--- config.mk ---
export PLATFORM = sky130hd
export DESIGN_NAME = cmd_frame_decoder_flat
export DESIGN_NICKNAME = d
export VERILOG_FILES = /design/src/rtl/cmd_frame_decoder_if.sv /design/src/rtl/cmd_frame_decoder.sv /design/src/flat_wrapper.sv
export SDC_FILE = /design/constraint.sdc
export NUM_CORES = 1
export LEC_CHECK = 0
export CAP_MARGIN = 25
export CORE_MARGIN = 2
export CORE_UTILIZATION = 56
export DETAILED_ROUTE_END_ITERATION = 8
export GPL_ROUTABILITY_DRIVEN = 0
export PLACE_DENSITY = 0.87
export SLEW_MARGIN = 10
export SYNTH_ARGS = -nofsm -noshare
export SYNTH_HDL_FRONTEND = slang
export SYNTH_SLANG_ARGS = --single-unit
--- constraint.sdc ---
create_clock -name clk -period 3.73 [get_ports clk]
set_input_delay 0.5595 -clock clk [delete_from_list [all_inputs] [get_ports clk]]
set_output_delay 0.5595 -clock clk [all_outputs]
set_load 0.05 [all_outputs]
--- src/rtl/cmd_frame_decoder_if.sv ---
// Frame bus between the channel synchronizer and the command decoder.
//   SyncData      16-bit frame, meaningful only while SyncDataLoad is high
//   SyncDataLoad  one-cycle frame-valid pulse
// Handshake: a frame transfers on every clk where SyncDataLoad=1; there is no
// back-pressure, so the receiver must accept every qualified frame.
// master: synchronizer side (drives), slave: decoder side (receives).
interface cmd_frame_decoder_if;
    logic [15:0] SyncData;
    logic        SyncDataLoad;

    modport master (output SyncData, output SyncDataLoad);
    modport slave  (input  SyncData, input  SyncDataLoad);
endinterface

--- src/rtl/cmd_frame_decoder.sv ---
// RD53A command frame decoder.
// Turns 16-bit frames into single-cycle command strobes plus payload fields.
// Ports:
//   clk, Reset       command clock, synchronous active-high reset
//   frm              frame bus (SyncData / SyncDataLoad)
//   Locked           channel lock; while low the decoder idles and ignores frames
//   ChipId           this chip's id for command addressing
//   ClrErrCnt        clears ErrCnt (wins over a same-cycle increment)
//   Trig*/Ecr/Bcr/Pulse/Cal/WrReg/RdReg strobes and fields, registered
//   ErrCnt           saturating decode-error count
//   fsm_state        debug view of the FSM (0=IDLE, 1=COLLECT)
module cmd_frame_decoder #(
    parameter int ERR_CNT_W = 8
) (
    input  logic                 clk,
    input  logic                 Reset,
    cmd_frame_decoder_if.slave   frm,
    input  logic                 Locked,
    input  logic [2:0]           ChipId,
    input  logic                 ClrErrCnt,
    output logic                 TrigValid,
    output logic [3:0]           TrigPattern,
    output logic [4:0]           TrigTag,
    output logic                 EcrStb,
    output logic                 BcrStb,
    output logic                 PulseStb,
    output logic [3:0]           PulseDur,
    output logic                 CalStb,
    output logic [14:0]          CalData,
    output logic                 WrRegStb,
    output logic                 RdRegStb,
    output logic [8:0]           RegAddr,
    output logic [15:0]          RegData,
    output logic [ERR_CNT_W-1:0] ErrCnt,
    output logic                 fsm_state
);
    typedef enum logic {IDLE = 1'b0, COLLECT = 1'b1} state_t;
    typedef enum logic [1:0] {CMD_PULSE, CMD_CAL, CMD_RDREG, CMD_WRREG} cmd_t;

    // {valid, value} for a data symbol
    function automatic logic [5:0] data_dec(input logic [7:0] b);
        case (b)
            8'h6A: return 6'h20; 8'h6C: return 6'h21; 8'h71: return 6'h22; 8'h72: return 6'h23;
            8'h74: return 6'h24; 8'h8B: return 6'h25; 8'h8D: return 6'h26; 8'h8E: return 6'h27;
            8'h93: return 6'h28; 8'h95: return 6'h29; 8'h96: return 6'h2A; 8'h99: return 6'h2B;
            8'h9A: return 6'h2C; 8'h9C: return 6'h2D; 8'hA3: return 6'h2E; 8'hA5: return 6'h2F;
            8'hA6: return 6'h30; 8'hA9: return 6'h31; 8'hAA: return 6'h32; 8'hAC: return 6'h33;
            8'hB1: return 6'h34; 8'hB2: return 6'h35; 8'hB4: return 6'h36; 8'hC3: return 6'h37;
            8'hC5: return 6'h38; 8'hC6: return 6'h39; 8'hC9: return 6'h3A; 8'hCA: return 6'h3B;
            8'hCC: return 6'h3C; 8'hD1: return 6'h3D; 8'hD2: return 6'h3E; 8'hD4: return 6'h3F;
            default: return 6'h00;
        endcase
    endfunction

    // Trigger pattern 1..15; 0 means "not a trigger symbol"
    function automatic logic [3:0] trig_dec(input logic [7:0] b);
        case (b)
            8'h2B: return 4'd1;  8'h2D: return 4'd2;  8'h2E: return 4'd3;  8'h33: return 4'd4;
            8'h35: return 4'd5;  8'h36: return 4'd6;  8'h39: return 4'd7;  8'h3A: return 4'd8;
            8'h3C: return 4'd9;  8'h4B: return 4'd10; 8'h4D: return 4'd11; 8'h4E: return 4'd12;
            8'h53: return 4'd13; 8'h55: return 4'd14; 8'h56: return 4'd15;
            default: return 4'd0;
        endcase
    endfunction

    state_t      state, state_n;
    cmd_t        cmd, cmd_n;
    logic [1:0]  cnt, cnt_n;      // payload frames received so far
    logic [29:0] pay, pay_n;
    logic        trig_n, ecr_n, bcr_n, pulse_n, cal_n, wr_n, rd_n, err_inc;
    logic [3:0]  trig_pat_n, pulse_dur_n;
    logic [4:0]  trig_tag_n, sym0;
    logic [14:0] cal_data_n;
    logic [8:0]  reg_addr_n;
    logic [15:0] reg_data_n;
    logic [5:0]  hi_d, lo_d;
    logic [3:0]  hi_t;
    logic [29:0] shifted;
    logic [1:0]  last_idx;
    logic        is_hdr;

    assign hi_d    = data_dec(frm.SyncData[15:8]);
    assign lo_d    = data_dec(frm.SyncData[7:0]);
    assign hi_t    = trig_dec(frm.SyncData[15:8]);
    assign shifted = {pay[19:0], hi_d[4:0], lo_d[4:0]};
    assign is_hdr  = (frm.SyncData == 16'h5A5A) || (frm.SyncData == 16'h5959) ||
                     (frm.SyncData == 16'h5C5C) || (frm.SyncData == 16'h6363) ||
                     (frm.SyncData == 16'h6666) || (frm.SyncData == 16'h6565);
    assign fsm_state = state;

    always_comb begin
        state_n     = state;
        cmd_n       = cmd;
        cnt_n       = cnt;
        pay_n       = pay;
        trig_n      = 1'b0;
        ecr_n       = 1'b0;
        bcr_n       = 1'b0;
        pulse_n     = 1'b0;
        cal_n       = 1'b0;
        wr_n        = 1'b0;
        rd_n        = 1'b0;
        err_inc     = 1'b0;
        trig_pat_n  = TrigPattern;
        trig_tag_n  = TrigTag;
        pulse_dur_n = PulseDur;
        cal_data_n  = CalData;
        reg_addr_n  = RegAddr;
        reg_data_n  = RegData;

        // Index of the final payload frame and the address symbol position
        // inside the assembled payload for the command being collected.
        case (cmd)
            CMD_PULSE: begin last_idx = 2'd0; sym0 = shifted[9:5];   end
            CMD_CAL:   begin last_idx = 2'd1; sym0 = shifted[19:15]; end
            CMD_RDREG: begin last_idx = 2'd1; sym0 = shifted[19:15]; end
            default:   begin last_idx = 2'd2; sym0 = shifted[29:25]; end
        endcase

        if (!Locked) begin
            state_n = IDLE;
            cnt_n   = 2'd0;
        end else if (frm.SyncDataLoad) begin
            if (is_hdr) begin
                // A new header always wins; an unfinished command is an error.
                if (state == COLLECT) err_inc = 1'b1;
                cnt_n = 2'd0;
                pay_n = '0;
                case (frm.SyncData)
                    16'h5A5A: begin ecr_n = 1'b1; state_n = IDLE; end
                    16'h5959: begin bcr_n = 1'b1; state_n = IDLE; end
                    16'h5C5C: begin cmd_n = CMD_PULSE; state_n = COLLECT; end
                    16'h6363: begin cmd_n = CMD_CAL;   state_n = COLLECT; end
                    16'h6565: begin cmd_n = CMD_RDREG; state_n = COLLECT; end
                    default:  begin cmd_n = CMD_WRREG; state_n = COLLECT; end
                endcase
            end else if (hi_t != 4'd0 && lo_d[5]) begin
                trig_n     = 1'b1;
                trig_pat_n = hi_t;
                trig_tag_n = lo_d[4:0];
            end else if (frm.SyncData == 16'h6969 || frm.SyncData == 16'h817E) begin
                // NOOP / SYNC: no effect, collection progress kept
            end else if (hi_d[5] && lo_d[5]) begin
                if (state == IDLE) begin
                    err_inc = 1'b1;
                end else begin
                    pay_n = shifted;
                    if (cnt == last_idx) begin
                        state_n = IDLE;
                        cnt_n   = 2'd0;
                        if (sym0[4] || (sym0[3:1] == ChipId)) begin
                            case (cmd)
                                CMD_PULSE: begin pulse_n = 1'b1; pulse_dur_n = shifted[3:0]; end
                                CMD_CAL:   begin cal_n = 1'b1; cal_data_n = shifted[14:0]; end
                                CMD_RDREG: begin rd_n = 1'b1; reg_addr_n = shifted[14:6]; end
                                default: begin
                                    // Long write (mode=1) is not supported
                                    if (sym0[0]) begin
                                        err_inc = 1'b1;
                                    end else begin
                                        wr_n       = 1'b1;
                                        reg_addr_n = shifted[24:16];
                                        reg_data_n = shifted[15:0];
                                    end
                                end
                            endcase
                        end
                    end else begin
                        cnt_n = cnt + 2'd1;
                    end
                end
            end else begin
                err_inc = 1'b1;
                state_n = IDLE;
                cnt_n   = 2'd0;
            end
        end
    end

    always_ff @(posedge clk) begin
        if (Reset) begin
            state       <= IDLE;
            cmd         <= CMD_PULSE;
            cnt         <= 2'd0;
            pay         <= '0;
            TrigValid   <= 1'b0;
            TrigPattern <= 4'd0;
            TrigTag     <= 5'd0;
            EcrStb      <= 1'b0;
            BcrStb      <= 1'b0;
            PulseStb    <= 1'b0;
            PulseDur    <= 4'd0;
            CalStb      <= 1'b0;
            CalData     <= 15'd0;
            WrRegStb    <= 1'b0;
            RdRegStb    <= 1'b0;
            RegAddr     <= 9'd0;
            RegData     <= 16'd0;
            ErrCnt      <= '0;
        end else begin
            state       <= state_n;
            cmd         <= cmd_n;
            cnt         <= cnt_n;
            pay         <= pay_n;
            TrigValid   <= trig_n;
            TrigPattern <= trig_pat_n;
            TrigTag     <= trig_tag_n;
            EcrStb      <= ecr_n;
            BcrStb      <= bcr_n;
            PulseStb    <= pulse_n;
            PulseDur    <= pulse_dur_n;
            CalStb      <= cal_n;
            CalData     <= cal_data_n;
            WrRegStb    <= wr_n;
            RdRegStb    <= rd_n;
            RegAddr     <= reg_addr_n;
            RegData     <= reg_data_n;
            if (ClrErrCnt)
                ErrCnt <= '0;
            else if (err_inc && !(&ErrCnt))
                ErrCnt <= ErrCnt + 1'b1;
        end
    end
endmodule

--- src/flat_wrapper.sv ---
// flat-port wrapper written by rule: the top's interface ports become plain ports
module cmd_frame_decoder_flat 
#(
    parameter int ERR_CNT_W = 8
)
  (clk, Reset, Locked, ChipId, ClrErrCnt, TrigValid, TrigPattern, TrigTag, EcrStb, BcrStb, PulseStb, PulseDur, CalStb, CalData, WrRegStb, RdRegStb, RegAddr, RegData, ErrCnt, fsm_state, frm_SyncData, frm_SyncDataLoad);
  cmd_frame_decoder_if frm_i ();
  input  logic clk;
  input  logic Reset;
  input  logic Locked;
  input  logic [2:0] ChipId;
  input  logic ClrErrCnt;
  output logic TrigValid;
  output logic [3:0] TrigPattern;
  output logic [4:0] TrigTag;
  output logic EcrStb;
  output logic BcrStb;
  output logic PulseStb;
  output logic [3:0] PulseDur;
  output logic CalStb;
  output logic [14:0] CalData;
  output logic WrRegStb;
  output logic RdRegStb;
  output logic [8:0] RegAddr;
  output logic [15:0] RegData;
  output logic [ERR_CNT_W-1:0] ErrCnt;
  output logic fsm_state;
  input wire logic [$bits(frm_i.SyncData)-1:0] frm_SyncData;
  input wire logic [$bits(frm_i.SyncDataLoad)-1:0] frm_SyncDataLoad;
  assign frm_i.SyncData = frm_SyncData;
  assign frm_i.SyncDataLoad = frm_SyncDataLoad;
  cmd_frame_decoder #(.ERR_CNT_W(ERR_CNT_W)) u_core (.clk(clk), .Reset(Reset), .frm(frm_i), .Locked(Locked), .ChipId(ChipId), .ClrErrCnt(ClrErrCnt), .TrigValid(TrigValid), .TrigPattern(TrigPattern), .TrigTag(TrigTag), .EcrStb(EcrStb), .BcrStb(BcrStb), .PulseStb(PulseStb), .PulseDur(PulseDur), .CalStb(CalStb), .CalData(CalData), .WrRegStb(WrRegStb), .RdRegStb(RdRegStb), .RegAddr(RegAddr), .RegData(RegData), .ErrCnt(ErrCnt), .fsm_state(fsm_state));
endmodule
==> reports/results.txt <==
Dividing total power by cell area gives a power density of 268.2 mW/mm^2. Yosys mapped a number of flops with a built-in enable equal to 0. The depth of the worst register-to-register path was 13; the clock period minus worst slack was 3.642 ns. The top-level I/O count is 93, and the net count after synthesis is 829.

Averaged over all synthesized cells, the footprint is 8.151 sq um. In the final routed layout, each cell accounts on average for 18.02 um. Counting every sink on the clock net gives 93. Startpoint of the worst-slack reg-to-reg timing path: u_core.cmd[0]. The launch point of the worst hold path was u_core.CalData[4]. For the placed instance area, the log shows 0.008185 sq mm. The critical path is of the in -> reg type. After clock tree synthesis, the clock-pin slew on the worst setup and hold paths is 0.06 ns. Total number of vias: 6960. Of the available clock period, the critical path in the final layout requires 97.63%. The via count of the first global-routing pass came out at 6592.

The number of standard cells after synthesis is 799. Simple logic cell fraction of the synthesized area: 32.41%. The area growth from synthesis to layout came out at 30.14%. Setup slack on the critical path of the routed design comes to 0.08847 ns. The run finished with clean final reports.

For the count of final setup violators, the log shows 0. In the routed layout, each cell is associated on average with a via count of 6.327. After Yosys synthesis, full adders, half adders and majority gates account for 1.153% of the synthesized area. The tools report the sequential area share after synthesis as 28.59%. The endpoint of the worst hold path was u_core.CalData[4].

The worst slew slack as a fraction of its limit is 58.96%. The tools report the DRC violations left as 0. In this run the worst hold path is classified as reg -> reg. The XOR/XNOR share of the synthesized area came out at 2.959%. Row generation in the floorplan step produced 39 rows. For this design, the CTS-stage hold fixing added 0 buffers. The logs give 0.006512 sq mm for the post-synth design cell area and 0 for the count of warnings emitted by yosys. The count of nets left with antenna violations once routing finished came out at 0. Number of flip-flops and latches in the synthesized netlist: 93. For the worst setup path, the data required time is 4.01 ns. In the synthesized netlist the async set-or-reset flop fraction comes to 0%.

The global-route wire length before repair came out at 32.40 mm. Critical path launch point type: a primary input. In this run the register-to-register setup slack is 0.63 ns.

The buffer cell driving the clock tree root was clkbuf_16. For the worst setup path, the data arrival time is 3.92 ns. The initial antenna violation count is 0, and the transition time at the pin with the least slew margin is 0.6142 ns. The number of I/O port buffers is 92, and the largest driver fanout on the critical path is 10. The main combinational cell family by area after synthesis is simple AND/OR/NAND/NOR gates.

Clock skew on the completed layout was measured at 0.004956 ns. Buffers inserted during clock tree synthesis total 9. The synthesized netlist devotes 20.42% of its cell area to compound gates. The clock passes through at most 2 buffers. The top cell type by area accounts for 28.59% of the synthesized area. For the end-of-flow core utilization, the log shows 74.55%. After synthesis, the cell types taking the most area are dfxtp_1, nand2b_1, mux2i_1, nor2_1, a21oi_1.

Number of DRC violations after detailed-routing iteration 0: 901. The initial utilization of the core area, before any placement, comes to 57.28%. The final hold slack is 0.4827 ns, and the area of the core is 0.01137 sq mm.

The chip height is 111.8 um. After synthesis, the most frequently instantiated cells are dfxtp_1, nand2b_1, nor2_1, mux2i_1. The logs give -0.1235 ns for the minimum setup slack after placement and 0.008476 sq mm for the final design instance area without fill. Among all flip-flop cells after synthesis, the most frequent one is dfxtp_1. The repair_antennas step left the layout with diodes totalling 0. TritonCTS built the clock tree. Most instantiated library cell after synthesis: dfxtp_1. Across the run, the number of max-cap violations was 0.

For the number of hold violations in the final report, the log shows 0. The floorplan step defined a die boundary enclosing 0.01251 sq mm. In this run the number of H-tree levels came out at 3.

Entering global routing, the biggest net connects 39 pins. The share of final-layout standard cells stronger than drive strength 1 is 17.97%. The HPWL after detailed placement is 14.83 mm. The endpoint identified for the worst register-to-register timing path is u_core.RdRegStb.

The number of library cell types mapped by synthesis came out at 92. Static timing analysis puts the maximum clock frequency at 274.6 MHz. The die is 111.8 um wide. In the final design database the tool counted 983 nets. In the final timing run, aggregate negative setup slack is 0 ns. After global routing the overflow that remains totals 0.

For this design the static power due to leakage is 0.003185 uW. The first detailed-routing pass ran for 6 iterations. Counting instances, the worst hold path has a depth of 2. The later pin in the worst-skew pair is clocked with a latency of 0.34 ns.

The run gives 31.23% as the global-route usage over all layers. VDD sags by at most 0.2979 mV. Of the post-synthesis cell area, the part taken by muxes is 8.242%. The final count of pins violating max slew is 0.

STA classifies the critical path endpoint as a flip-flop. Summed over all instances, the cell type with the most area after synthesis is dfxtp_1. The detailed-route wire length was 19.82 mm.
-- cells by family after synthesis --
logic type      count (synthesis)
compound gates                188
xor+xnor                       22
fa+ha+maj                       6
buf+inv                        79
flops                          93
mux                            52
simple gates                  359
-- where the power goes --
group	total (uW)	internal [uW]	switching, uW
logic	413	185	228
registers	996	994	1.83
clock network	865	486	378
-- routing by layer --
layer  global-route usage [%]  vias to the layer above  wire length, um
li1                         -                     3254                -
met1                    40.54                     3172             7906
met2                    51.52                      437             9416
met3                    4.627                       97             1633
met4                    14.07                        0              864
met5                        0                        -                0
-- worst max-delay path by stage --
stage,endpoint,depth (start not counted),from
2_1_floorplan,u_core.RegData[5],12,frm_SyncData[15]
3_3_place_gp,u_core.ErrCnt[6],12,frm_SyncData[8]
3_5_place_dp,u_core.ErrCnt[7],12,frm_SyncData[14]
4_1_cts,u_core.ErrCnt[7],12,frm_SyncData[8]
5_1_grt,u_core.RdRegStb,13,frm_SyncData[14]
6_report,u_core.RdRegStb,13,frm_SyncData[14]
-- layout by cell type (no fill, tap or decap), drive strengths merged, types with 6 or more instances in the layout --
cell type / instances
buf: 117
dfxtp: 93
clkdlybuf4s50: 91
nand2b: 76
nor2: 67
mux2i: 42
a21oi: 37
nand2: 36
nor3: 35
o21ai: 35
nor2b: 21
a22oi: 21
nand3: 18
nor4: 17
a31oi: 17
xnor2: 16
inv: 15
or4: 12
clkbuf: 11
mux2: 10
o22ai: 8
o31ai: 8
or3: 8
nand3b: 7
and3: 7
nand4: 7
nor3b: 7
xor2: 6
a32oi: 6
nand4b: 6
and2: 6
ha: 6
-- area by class of cell --
cell class,instances,area [sq um]
flip-flops and latches,93,1862
inverters,14,52.55
clock inverters,4,31.28
repair buffers,208,1837
fillers,821,2894
well taps,143,178.9
multi-input cells,627,4262
clock buffers,11,252.7
-- worst max-delay path, cell delays in order --
cell and delay [ns]:
clkdlybuf4s50_1 0.58, buf_4 0.26, xnor2_1 0.33, nand4b_1 0.17, nand3_1 0.07, a21oi_1 0.35
a31oi_1 0.19, xnor2_1 0.37, a31oi_2 0.16, buf_4 0.19, nor3_1 0.36, buf_4 0.19
and2_1 0.13
-- repair_timing --
item,in CTS,in global routing
setup endpoints to repair,0,12
buffers inserted,0,0
resized for setup,0,1
-- flip-flops by register name (all words and copies together) (netlist names), 2 cells and up --
name	flops
u_core.ErrCnt	8
u_core.CalData	15
u_core.TrigPattern	4
u_core.RegData	16
u_core.cnt	2
u_core.TrigTag	5
u_core.pay	20
u_core.RegAddr	9
u_core.cmd	2
u_core.PulseDur	4
-- per-stage QoR --
stage / power (uW) / cells
2_1_floorplan: 1257 / 799
3_5_place_dp: 1416 / 1085
5_1_grt: 2357 / 1100
6_report: 2273 / 1100
4_1_cts: 2272 / 1100
3_3_place_gp: 1411 / 1085
Power figures use the tool's default switching activity.
